--- src/rtl/raster_pixel_writer_pkg.sv ---
// Shared definitions for the raster pixel writer: pixel entry layout,
// writer FSM encoding, clear defaults and a saturating counter helper.
package raster_defs;

    localparam int X_W     = 16;
    localparam int Y_W     = 16;
    localparam int DEPTH_W = 2;
    localparam int COLOR_W = 16;

    localparam logic [COLOR_W-1:0] DEFAULT_CLEAR_COLOR = 16'hF000;
    localparam logic [DEPTH_W-1:0] DEFAULT_CLEAR_DEPTH = 2'b11;

    typedef enum logic [2:0] {
        IDLE  = 3'd0,
        RD    = 3'd1,
        CMP   = 3'd2,
        WR    = 3'd3,
        CLEAR = 3'd4
    } writer_state_t;

    typedef struct packed {
        logic [X_W-1:0]     x;
        logic [Y_W-1:0]     y;
        logic [DEPTH_W-1:0] depth;
        logic [COLOR_W-1:0] color;
    } pixel_entry_t;

    localparam int ENTRY_W = $bits(pixel_entry_t);

    function automatic logic [15:0] sat_inc16(input logic [15:0] value);
        return (value == 16'hFFFF) ? value : value + 16'd1;
    endfunction

endpackage

--- src/rtl/raster_pixel_writer_fifo.sv ---
// Synchronous FIFO for queued pixel entries; a push and a pop in the same
// cycle are both honoured, including when the FIFO is full.
module pixel_fifo #(
    parameter int WIDTH = 50,
    parameter int DEPTH = 4,
    localparam int PTR_W = (DEPTH > 1) ? $clog2(DEPTH) : 1,
    localparam int CNT_W = $clog2(DEPTH + 1)
) (
    input  logic             clock,
    input  logic             reset,
    input  logic             push,
    input  logic [WIDTH-1:0] wr_data,
    input  logic             pop,
    output logic [WIDTH-1:0] rd_data,
    output logic             full,
    output logic             empty,
    output logic [CNT_W-1:0] count
);

    localparam logic [PTR_W-1:0] PTR_LAST = PTR_W'(DEPTH - 1);
    localparam logic [CNT_W-1:0] CNT_MAX  = CNT_W'(DEPTH);

    logic [WIDTH-1:0] mem_r [DEPTH];
    logic [PTR_W-1:0] wr_ptr_r;
    logic [PTR_W-1:0] rd_ptr_r;
    logic [CNT_W-1:0] count_r;
    logic             push_ok_s;
    logic             pop_ok_s;
    logic             full_s;
    logic             empty_s;

    assign full_s    = (count_r == CNT_MAX);
    assign empty_s   = (count_r == {CNT_W{1'b0}});
    assign push_ok_s = push && (!full_s || pop);
    assign pop_ok_s  = pop && !empty_s;

    // Entry storage; contents need no reset because count_r qualifies them.
    always_ff @(posedge clock) begin
        if (push_ok_s) begin
            mem_r[wr_ptr_r] <= wr_data;
        end
    end

    // Pointer and occupancy bookkeeping.
    always_ff @(posedge clock) begin
        if (reset) begin
            wr_ptr_r <= {PTR_W{1'b0}};
            rd_ptr_r <= {PTR_W{1'b0}};
            count_r  <= {CNT_W{1'b0}};
        end else begin
            if (push_ok_s) begin
                wr_ptr_r <= (wr_ptr_r == PTR_LAST) ? {PTR_W{1'b0}} : wr_ptr_r + PTR_W'(1);
            end
            if (pop_ok_s) begin
                rd_ptr_r <= (rd_ptr_r == PTR_LAST) ? {PTR_W{1'b0}} : rd_ptr_r + PTR_W'(1);
            end
            case ({push_ok_s, pop_ok_s})
                2'b10:   count_r <= count_r + CNT_W'(1);
                2'b01:   count_r <= count_r - CNT_W'(1);
                default: count_r <= count_r;
            endcase
        end
    end

    assign rd_data = mem_r[rd_ptr_r];
    assign full    = full_s;
    assign empty   = empty_s;
    assign count   = count_r;

endmodule

--- src/rtl/raster_pixel_writer.sv ---
// Pixel sink for the rasterizer: queues fragments, depth-tests them against an
// external depth buffer, writes survivors to the framebuffer and sweeps clears.
module raster_pixel_writer
    import raster_defs::*;
#(
    parameter int                 SCREEN_W    = 160,
    parameter int                 SCREEN_H    = 120,
    parameter int                 ADDR_W      = 15,
    parameter int                 FIFO_DEPTH  = 4,
    parameter logic [COLOR_W-1:0] CLEAR_COLOR = DEFAULT_CLEAR_COLOR,
    parameter logic [DEPTH_W-1:0] CLEAR_DEPTH = DEFAULT_CLEAR_DEPTH
) (
    input  logic              clock,
    input  logic              reset,
    input  logic              in_sig_write_pixel,
    input  logic              in_sig_rasterize_done,
    input  logic              in_sig_clear,
    input  logic [15:0]       in_pixel_x,
    input  logic [15:0]       in_pixel_y,
    input  logic [1:0]        in_pixel_depth,
    input  logic [15:0]       in_pixel_color,
    output logic              out_sig_ready,
    output logic              out_sig_busy,
    output logic              out_sig_triangle_done,
    output logic [ADDR_W-1:0] out_mem_addr,
    output logic              out_depth_rd_en,
    input  logic [1:0]        in_depth_rd_data,
    output logic              out_depth_wr_en,
    output logic [1:0]        out_depth_wr_data,
    output logic              out_fb_wr_en,
    output logic [15:0]       out_fb_wr_data,
    output logic [15:0]       out_discard_count
);

    localparam int                CNT_W      = $clog2(FIFO_DEPTH + 1);
    localparam logic [CNT_W-1:0]  CNT_FULL   = CNT_W'(FIFO_DEPTH);
    localparam logic [ADDR_W-1:0] CLEAR_LAST = ADDR_W'(SCREEN_W * SCREEN_H - 1);

    writer_state_t state_r;
    writer_state_t state_next_s;

    pixel_entry_t      push_entry_s;
    pixel_entry_t      head_s;
    logic              push_s;
    logic              pop_s;
    logic              fifo_full_s;
    logic              fifo_empty_s;
    logic [CNT_W-1:0]  fifo_count_s;
    logic [CNT_W-1:0]  count_next_s;
    logic              head_oob_s;
    logic [ADDR_W-1:0] head_addr_s;

    logic [ADDR_W-1:0]  addr_r,           addr_next_s;
    logic               rd_en_r,          rd_en_next_s;
    logic               depth_wr_en_r,    depth_wr_en_next_s;
    logic [DEPTH_W-1:0] depth_wr_data_r,  depth_wr_data_next_s;
    logic               fb_wr_en_r,       fb_wr_en_next_s;
    logic [COLOR_W-1:0] fb_wr_data_r,     fb_wr_data_next_s;
    logic [DEPTH_W-1:0] frag_depth_r,     frag_depth_next_s;
    logic [COLOR_W-1:0] frag_color_r,     frag_color_next_s;
    logic [15:0]        discard_r,        discard_next_s;
    logic               clear_pending_r,  clear_pending_next_s;
    logic               done_pending_r,   done_pending_next_s;
    logic               ready_r,          ready_next_s;
    logic               busy_r,           busy_next_s;
    logic               tri_done_r;
    logic               clear_start_s;
    logic               clear_accept_s;
    logic               done_flag_s;
    logic               tri_fire_s;

    assign push_entry_s = {in_pixel_x, in_pixel_y, in_pixel_depth, in_pixel_color};
    assign push_s       = in_sig_write_pixel && ready_r && (!fifo_full_s || pop_s);

    pixel_fifo #(
        .WIDTH (ENTRY_W),
        .DEPTH (FIFO_DEPTH)
    ) u_fifo (
        .clock   (clock),
        .reset   (reset),
        .push    (push_s),
        .wr_data (push_entry_s),
        .pop     (pop_s),
        .rd_data (head_s),
        .full    (fifo_full_s),
        .empty   (fifo_empty_s),
        .count   (fifo_count_s)
    );

    assign head_oob_s  = (32'(head_s.x) >= 32'(SCREEN_W)) || (32'(head_s.y) >= 32'(SCREEN_H));
    assign head_addr_s = ADDR_W'(head_s.y) * ADDR_W'(SCREEN_W) + ADDR_W'(head_s.x);

    // Writer FSM: next state, pop request and next values of every output register.
    always_comb begin
        state_next_s         = state_r;
        pop_s                = 1'b0;
        clear_start_s        = 1'b0;
        addr_next_s          = addr_r;
        rd_en_next_s         = 1'b0;
        depth_wr_en_next_s   = 1'b0;
        depth_wr_data_next_s = depth_wr_data_r;
        fb_wr_en_next_s      = 1'b0;
        fb_wr_data_next_s    = fb_wr_data_r;
        frag_depth_next_s    = frag_depth_r;
        frag_color_next_s    = frag_color_r;
        discard_next_s       = discard_r;
        case (state_r)
            IDLE: begin
                if (clear_pending_r && fifo_empty_s) begin
                    state_next_s         = CLEAR;
                    clear_start_s        = 1'b1;
                    addr_next_s          = {ADDR_W{1'b0}};
                    depth_wr_en_next_s   = 1'b1;
                    depth_wr_data_next_s = CLEAR_DEPTH;
                    fb_wr_en_next_s      = 1'b1;
                    fb_wr_data_next_s    = CLEAR_COLOR;
                end else if (!fifo_empty_s) begin
                    pop_s = 1'b1;
                    // Off-screen fragments are dropped here without touching memory.
                    if (head_oob_s) begin
                        state_next_s   = IDLE;
                        discard_next_s = sat_inc16(discard_r);
                    end else begin
                        state_next_s      = RD;
                        addr_next_s       = head_addr_s;
                        rd_en_next_s      = 1'b1;
                        frag_depth_next_s = head_s.depth;
                        frag_color_next_s = head_s.color;
                    end
                end else begin
                    state_next_s = IDLE;
                end
            end
            RD: begin
                state_next_s = CMP;
            end
            CMP: begin
                if (frag_depth_r <= in_depth_rd_data) begin
                    state_next_s         = WR;
                    depth_wr_en_next_s   = 1'b1;
                    depth_wr_data_next_s = frag_depth_r;
                    fb_wr_en_next_s      = 1'b1;
                    fb_wr_data_next_s    = frag_color_r;
                end else begin
                    state_next_s   = IDLE;
                    discard_next_s = sat_inc16(discard_r);
                end
            end
            WR: begin
                state_next_s = IDLE;
            end
            CLEAR: begin
                if (addr_r == CLEAR_LAST) begin
                    state_next_s = IDLE;
                end else begin
                    state_next_s         = CLEAR;
                    addr_next_s          = addr_r + ADDR_W'(1);
                    depth_wr_en_next_s   = 1'b1;
                    depth_wr_data_next_s = CLEAR_DEPTH;
                    fb_wr_en_next_s      = 1'b1;
                    fb_wr_data_next_s    = CLEAR_COLOR;
                end
            end
            default: begin
                state_next_s = IDLE;
            end
        endcase
    end

    // A clear pulse is only latched when no clear is pending or sweeping.
    assign clear_accept_s       = in_sig_clear && !clear_pending_r && (state_r != CLEAR);
    assign clear_pending_next_s = clear_pending_r ? !clear_start_s : clear_accept_s;

    assign count_next_s = fifo_count_s + CNT_W'(push_s) - CNT_W'(pop_s);

    // Done fires in the first cycle that shows an empty FIFO and an idle FSM.
    assign done_flag_s         = done_pending_r || in_sig_rasterize_done;
    assign tri_fire_s          = done_flag_s && (count_next_s == {CNT_W{1'b0}}) && (state_next_s == IDLE);
    assign done_pending_next_s = done_flag_s && !tri_fire_s;

    assign ready_next_s = (count_next_s != CNT_FULL) && !clear_pending_next_s && (state_next_s != CLEAR);
    assign busy_next_s  = (count_next_s != {CNT_W{1'b0}}) || (state_next_s != IDLE);

    // FSM state register.
    always_ff @(posedge clock) begin
        if (reset) begin
            state_r <= IDLE;
        end else begin
            state_r <= state_next_s;
        end
    end

    // Datapath, flags and registered outputs.
    always_ff @(posedge clock) begin
        if (reset) begin
            addr_r          <= {ADDR_W{1'b0}};
            rd_en_r         <= 1'b0;
            depth_wr_en_r   <= 1'b0;
            depth_wr_data_r <= {DEPTH_W{1'b0}};
            fb_wr_en_r      <= 1'b0;
            fb_wr_data_r    <= {COLOR_W{1'b0}};
            frag_depth_r    <= {DEPTH_W{1'b0}};
            frag_color_r    <= {COLOR_W{1'b0}};
            discard_r       <= 16'd0;
            clear_pending_r <= 1'b0;
            done_pending_r  <= 1'b0;
            ready_r         <= 1'b1;
            busy_r          <= 1'b0;
            tri_done_r      <= 1'b0;
        end else begin
            addr_r          <= addr_next_s;
            rd_en_r         <= rd_en_next_s;
            depth_wr_en_r   <= depth_wr_en_next_s;
            depth_wr_data_r <= depth_wr_data_next_s;
            fb_wr_en_r      <= fb_wr_en_next_s;
            fb_wr_data_r    <= fb_wr_data_next_s;
            frag_depth_r    <= frag_depth_next_s;
            frag_color_r    <= frag_color_next_s;
            discard_r       <= discard_next_s;
            clear_pending_r <= clear_pending_next_s;
            done_pending_r  <= done_pending_next_s;
            ready_r         <= ready_next_s;
            busy_r          <= busy_next_s;
            tri_done_r      <= tri_fire_s;
        end
    end

    assign out_sig_ready         = ready_r;
    assign out_sig_busy          = busy_r;
    assign out_sig_triangle_done = tri_done_r;
    assign out_mem_addr          = addr_r;
    assign out_depth_rd_en       = rd_en_r;
    assign out_depth_wr_en       = depth_wr_en_r;
    assign out_depth_wr_data     = depth_wr_data_r;
    assign out_fb_wr_en          = fb_wr_en_r;
    assign out_fb_wr_data        = fb_wr_data_r;
    assign out_discard_count     = discard_r;

endmodule
--- config.mk ---
export PLATFORM = sky130hd
export DESIGN_NAME = raster_pixel_writer
export DESIGN_NICKNAME = d
export VERILOG_FILES = /design/src/rtl/raster_pixel_writer_pkg.sv /design/src/rtl/raster_pixel_writer_fifo.sv /design/src/rtl/raster_pixel_writer.sv
export SDC_FILE = /design/constraint.sdc
export NUM_CORES = 1
export LEC_CHECK = 0
export CAP_MARGIN = 20
export CORE_UTILIZATION = 25
export DETAILED_ROUTE_END_ITERATION = 12
export SLEW_MARGIN = 10
export SYNTH_ARGS = -nofsm -noshare
export SYNTH_HDL_FRONTEND = slang
export SYNTH_SLANG_ARGS = --single-unit
--- constraint.sdc ---
create_clock -name clock -period 13.7 [get_ports clock]
set_input_delay 1.37 -clock clock [delete_from_list [all_inputs] [get_ports clock]]
set_output_delay 1.37 -clock clock [all_outputs]
set_load 0.01 [all_outputs]
==> impl_metrics.csv, run 1 <==
group,metric,value,unit
timing,min_period,4.476,ns
worst_setup_path,reg2regPathDepth,12,
clocking,ctsHtreeMaxLevel,1,
layout,area_growth,23.39,%
min_path,hp-class,"flop to flop",
worst_setup_path,end_kind,"flop",
detailed_routing,vias,6940,
logic_synthesis,yosys_register_bits,286,
clocking,cts_buffer_depth,3,
pwr,power.leakage,4.712,nW
detailed_routing,dr.first_iter.drc_count,505,
worst_setup_path,startpoint_type,"flop",
detailed_routing,remaining_drc_errors,0,
clocking,cts_resized,0,
logic_synthesis,synth_cells,816,
worst_setup_path,worstPathCellList,"buf_4 -> mux4_2 -> ha_1 -> ha_1 -> fa_1 -> ha_1 -> o21a_1 -> a2111oi_0 -> nor2_1 -> xor2_1 -> a21oi_1 -> o31ai_1",
timing,fin_worst_skew,0.01152,ns
logic_synthesis,yosys_warnings,0,
timing,fmax,0.2234,GHz
clocking,cts_hold_repair.buffers,0,
clocking,clock-sinks,286,
floorplan,fp.dieW,218.7,um
detailed_routing,dr.pass1.iters,4,
detailed_routing,wl_per_cell,17.32,um
worst_setup_path,required,14.16,ns
worst_setup_path,crit_cells,12,
logic_synthesis,synth_edf_count,200,
worst_setup_path,crit_slowest_cell,"mux4_2",
global_route,grt_remaining_overflow,0,
floorplan,ios,112,
worst_setup_path,crit_family,"adder cells",
clocking,cts_root_buf,"clkbuf_16",
global_route,antenna_found_initial,5,
timing,slew_violations,0,
floorplan,die_area,0.04783,sq mm
timing,rsz0062_at_grt,"no",
pwr,power_per_cell_area,207.2,mW/mm^2
timing,setup_viol,0,
logic_synthesis,avgSynthCellArea,14.39,sq um
global_route,grt_max_degree,82,
logic_synthesis,ys.flop_type,"edfxtp_1",
worst_setup_path,path_class,"flop to flop",
min_path,hold_depth,2,
layout,fin_nets,1025,
logic_synthesis,ys_types,53,
global_route,grt_pass1_vias,7110,
timing,maxSlewHeadroom,35.92,%
detailed_routing,routed_via_density,4.440,
placement,routabilityCongestion,0.7589,
detailed_routing,route.antenna.remaining_nets,0,
timing,tns,0,ns
layout,drive_gt1_share,11.43,%
placement,dp_hpwl,17.67,mm
floorplan,coreArea,0.04646,sq mm
floorplan,die_h,218.7,um
clocking,cts_tree,"yes",
worst_setup_path,path_common_cell,"ha_1",
clocking,postCtsSetupRepairBufs,0,
clocking,cts_made_buffers,30,
worst_setup_path,critPathArrivalTime,4.94,ns
worst_setup_path,slowest_delay,0.65,ns
timing,worst_pin_slew,0.9611,ns
worst_setup_path,critPathBufInv,1,
logic_synthesis,netlist_area,0.01174,sq mm
global_route,grt_pass1_wl,41.26,mm
timing,post-route-period-util,32.67,%
floorplan,start_util,25.27,%
layout,final_core_util,31.18,%
global_route,grt_usage,11.29,%
logic_synthesis,synth_top_area_share,51.16,%
detailed_routing,drt-total-wl,27.07,mm
placement,port_buffers,111,
pwr,peakVddDrop,125.5,uV
logic_synthesis,yosysSeqAreaShare,65.82,%
worst_setup_path,r2r_slack,9.22,ns
worst_setup_path,crit_end,"out_mem_addr[12]",
logic_synthesis,syn_nets,911,
outcome,status,"complete, no violations",
worst_setup_path,cp_max_fo,31,
logic_synthesis,synth_area_leaders,"edfxtp_1 (51%), dfxtp_1 (15%), mux4_2 (8.4%), ha_1 (3.6%), nor2_1 (2.4%)",
clocking,clkSlewWorstSetupHoldPaths,0.06,ns
worst_setup_path,r2r_end,"out_mem_addr[12]",
logic_synthesis,synth_top_area_cell,"edfxtp_1",
flow_run,maxCapViolCount,0,
logic_synthesis,synthArstFlopShare,0,%
timing,hold_viol_final,0,
clocking,clk_latency,0.56,ns
floorplan,rows,79,
placed cells by master, fill, tap and decap left out, types with 8 or more instances in the layout:
master / n
inv_1: 23
mux2i_1: 19
edfxtp_1: 200
ha_1: 34
nor4_1: 10
clkdlybuf4s50_1: 110
o21ai_0: 17
nor2_1: 74
clkinv_2: 8
a21oi_1: 48
dfxtp_1: 84
mux4_2: 44
nand3_1: 25
clkbuf_16: 32
xor2_1: 8
nand2_1: 46
clkbuf_1: 8
xnor2_1: 27
nor3_1: 27
through the flow:
| step | setup slack [ns] | hold WS, ns | cell area, sq um | cells | power, W |
|---|---|---|---|---|---|
| floorplan | 9.205 | 0.4472 | 11740 | 816 | 0.001927 |
| global placement | 9.102 | 0.4504 | 13500 | 1504 | 0.002205 |
| detailed placement | 9.171 | 0.4470 | 13510 | 1505 | 0.002229 |
| CTS | 9.131 | 0.4536 | 14480 | 1561 | 0.003041 |
| global route | 8.766 | 0.4701 | 14480 | 1561 | 0.003201 |
| finish | 9.224 | 0.4493 | 14490 | 1563 | 0.003001 |
worst min-delay path by stage:
stage | start | to | slack, ns
6_report | out_fb_wr_data[6] | out_fb_wr_data[6] | 0.45
3_5_place_dp | out_fb_wr_data[6] | out_fb_wr_data[6] | 0.45
2_1_floorplan | frag_color_r[0] | out_fb_wr_data[0] | 0.45
5_1_grt | out_fb_wr_data[4] | out_fb_wr_data[4] | 0.47
4_1_cts | out_fb_wr_data[6] | out_fb_wr_data[6] | 0.45
3_3_place_gp | out_fb_wr_data[4] | out_fb_wr_data[4] | 0.45
layer usage:
layer | vias up | share of wire, % | global-route usage, %
li1 | 3336 | - | -
met1 | 3434 | 44 | 14.01
met2 | 115 | 48 | 18.99
met3 | 49 | 5.9 | 3.229
met4 | 6 | 1.8 | 3.241
met5 | - | 0.15 | 0
kinds of logic after synthesis:
group | Yosys count | synth area share (%)
mux | 65 | 10.25
simple gates | 227 | 9.155
compound gates | 106 | 5.638
xor+xnor | 35 | 2.611
buf+inv | 59 | 2.217
fa+ha+maj | 38 | 4.306
flops | 286 | 65.82
area by class of cell:
class,instances,area (sq um)
diodes,2,5.005
clock buffers,41,844.6
clock inverters,15,128.9
fillers,4648,31970
inverters,23,86.33
multi-input cells,471,3771
flip-flops and latches,286,7732
well taps,607,759.5
repair buffers,118,1159
tightest hold or removal path, cell delays in order (launching register included):
cell and delay (ns):
dfxtp_1 0.31, nand2_1 0.05, a21oi_1 0.05
flip-flops by register name, summed over array words and instances (netlist names), named ones only:
name,count
clear_pending_r,1
done_pending_r,1
frag_color_r,16
frag_depth_r,2
out_depth_rd_en,1
out_depth_wr_data,2
out_discard_count,16
out_fb_wr_data,16
out_fb_wr_en,1
out_mem_addr,15
out_sig_busy,1
out_sig_ready,1
out_sig_triangle_done,1
state_r,3
u_fifo.count,3
u_fifo.mem_r,200
u_fifo.rd_ptr_r,2
u_fifo.wr_ptr_r,2
power by group:
group | switching (W) | leakage, nW | internal [W]
Combinational | 0.000605 | 1.71 | 0.000502
Sequential | 0.0000651 | 2.52 | 0.00103
Clock | 0.000332 | 0.484 | 0.000469
cells in the mapped netlist, types with 5 or more instances:
library cell and instances:
buf_1 7, xor2_1 8, and2_1 8, clkbuf_1 19
nand4_1 6, edfxtp_1 200, dfxtp_1 86, nor4_1 11
nor3_1 27, ha_1 34, o21ai_0 17, mux4_2 44
a211oi_1 7, and3_1 7, mux2i_1 19, a21oi_1 48
nand2_1 46, nand3_1 25, nor2_1 75, inv_1 23
xnor2_1 27, nor2b_1 5
No activity file was read; power rests on OpenSTA's default activity.
==> inputs of run 2 (changes only) <==
==> constraint.sdc (replaced) <==
create_clock -name clock -period 4.6 [get_ports clock]
set_input_delay 0.46 -clock clock [delete_from_list [all_inputs] [get_ports clock]]
set_output_delay 0.46 -clock clock [all_outputs]
set_load 0.01 [all_outputs]
==> impl_metrics.csv, run 2 (same netlist as run 1, synthesis figures left out) <==
group,metric,value,unit
timing,setup_viol,0,
floorplan,fp.dieW,218.7,um
outcome,status,"complete, no violations",
worst_setup_path,cp_max_fo,17,
clocking,clkSlewWorstSetupHoldPaths,0.06,ns
flow_run,maxCapViolCount,0,
clocking,cts_tree,"yes",
worst_setup_path,required,5.06,ns
worst_setup_path,path_class,"flop to flop",
pwr,p_clk_share,27.6,%
timing,hold_ws,0.2408,ns
clocking,clk_latency,0.56,ns
detailed_routing,route.antenna.remaining_nets,0,
clocking,cts_root_buf,"clkbuf_16",
floorplan,rows,79,
timing,fmax,0.2600,GHz
clocking,postCtsSetupRepairBufs,0,
pwr,power_per_cell_area,625.1,mW/mm^2
layout,drive_gt1_share,11.74,%
clocking,cts_resized,0,
clocking,clock-sinks,286,
placement,dp_hpwl,17.96,mm
timing,maxSlewHeadroom,34.69,%
pwr,sw_frac_of_total,33.18,%
timing,worst_pin_slew,0.9796,ns
timing,rsz0062_at_grt,"no",
worst_setup_path,reg2regPathDepth,11,
worst_setup_path,r2r_end,"out_mem_addr[12]",
worst_setup_path,critPathArrivalTime,4.31,ns
min_path,hp-class,"primary input to flop",
detailed_routing,vias,7018,
worst_setup_path,startpoint_type,"flop",
global_route,grt_remaining_overflow,0,
timing,tns,0,ns
pwr,peakVddDrop,376.7,uV
layout,final_common_cell,"edfxtp_1",
timing,min_period,3.846,ns
detailed_routing,met1Wirelength,11.73,mm
min_path,min_from,"reset",
timing,post-route-period-util,83.61,%
pwr,net-switching-power,0.003017,W
floorplan,coreArea,0.04646,sq mm
layout,stdcell_count,1562,
floorplan,die_area,0.04783,sq mm
min_path,hold_depth,2,
clocking,cts_hold_repair.buffers,0,
worst_setup_path,end_kind,"flop",
floorplan,die_h,218.7,um
detailed_routing,wl_per_cell,17.44,um
detailed_routing,dr.first_iter.drc_count,521,
pwr,internal_power,0.006076,W
min_path,holdPathEnd,"out_discard_count[9]",
detailed_routing,remaining_drc_errors,0,
timing,fin_worst_skew,0.007246,ns
placement,port_buffers,111,
floorplan,start_util,25.27,%
pwr,combPwrFrac,36.6,%
timing,hold_viol_final,0,
global_route,grt_usage,11.49,%
pwr,pwr-share-seq,35.8,%
placement,placed_cells,1506,
global_route,grt_max_degree,73,
floorplan,ios,112,
clocking,cts_made_buffers,31,
layout,area_growth,23.91,%
detailed_routing,met2_wirelength,13.34,mm
clocking,ctsHtreeMaxLevel,1,
detailed_routing,drt-total-wl,27.24,mm
layout,top_register,"u_fifo.mem_r",
detailed_routing,top_layer,"met5",
detailed_routing,wl_met3,1.702,mm
pwr,power.leakage,4.726,nW
worst_setup_path,r2r_slack,0.75,ns
layout,final_core_util,31.31,%
detailed_routing,routed_via_density,4.493,
clocking,cts_buffer_depth,3,
layout,fin_nets,1027,
global_route,grt_pass1_wl,42.16,mm
timing,slew_violations,0,
layout,largest_register_ffs,200,
global_route,grt_pass1_vias,7285,
placement,routabilityCongestion,0.7722,
layout,layout_common_cells,"edfxtp_1 (200), clkdlybuf4s50_1 (110), dfxtp_1 (84)",
global_route,antenna_found_initial,4,
detailed_routing,dr.pass1.iters,5,
run 2: cell types whose count changed in the layout (fill, tap and decap cells not counted), moves of 2 or more:
| cell | before | now |
|---|---|---|
| bufinv_16 | 2 | 5 |
| clkbuf_1 | 8 | 6 |
| clkinv_2 | 8 | 5 |
| clkinvlp_4 | 0 | 4 |
run 2: per-stage QoR:
step	worst slack, ns	power [W]	instance area, sq um
after floorplan	0.1052	0.005740	11740
after global placement	0.7548	0.006589	13510
after detailed placement	0.7570	0.006654	13520
after CTS	0.7253	0.009198	14540
after global routing	0.5229	0.009689	14540
final	0.7542	0.009094	14550
run 2: worst max-delay path, stage by stage, from the launching register on:
cell	delay, ns
dfxtp_4	0.55
mux4_2	0.61
ha_1	0.32
ha_1	0.23
fa_1	0.45
ha_1	0.30
o21a_1	0.15
a2111oi_0	0.56
nor2_1	0.13
xor2_1	0.17
a21oi_1	0.08
o31ai_1	0.20
run 2: how the worst max path moves through the flow:
stage | to | depth (start not counted) | slack, ns
detailed placement | out_mem_addr[12] | 11 | 0.76
global placement | out_mem_addr[12] | 11 | 0.75
CTS | out_mem_addr[12] | 11 | 0.73
floorplan | out_mem_addr[12] | 15 | 0.11
global route | out_mem_addr[14] | 11 | 0.52
finish | out_mem_addr[12] | 11 | 0.75
run 2: final cells by class:
| type | instances | area (sq um) |
|---|---|---|
| multi-input combinational | 471 | 3771 |
| sequential | 286 | 7732 |
| tap | 607 | 759.5 |
| timing repair buffer | 119 | 1166 |
| fill | 4602 | 31910 |
| inverter | 23 | 86.33 |
| clock buffer | 37 | 798.3 |
| antenna | 1 | 2.502 |
| clock inverter | 18 | 230.2 |
run 2: metal layers:
layer / vias up / track usage (%)
li1: 3336 / -
met2: 111 / 19.69
met1: 3533 / 13.96
met3: 32 / 3.312
met4: 6 / 3.218
met5: - / 0
run 2: power groups by stage:
| stage | clock [W] | sequential (W) | combinational, W |
|---|---|---|---|
| after global placement | 0 | 0.00330 | 0.00328 |
| after global routing | 0.00267 | 0.00330 | 0.00372 |
| final | 0.00251 | 0.00326 | 0.00333 |
| after detailed placement | 0 | 0.00332 | 0.00334 |
| after floorplan | 0 | 0.00326 | 0.00247 |
| after CTS | 0.00257 | 0.00326 | 0.00337 |
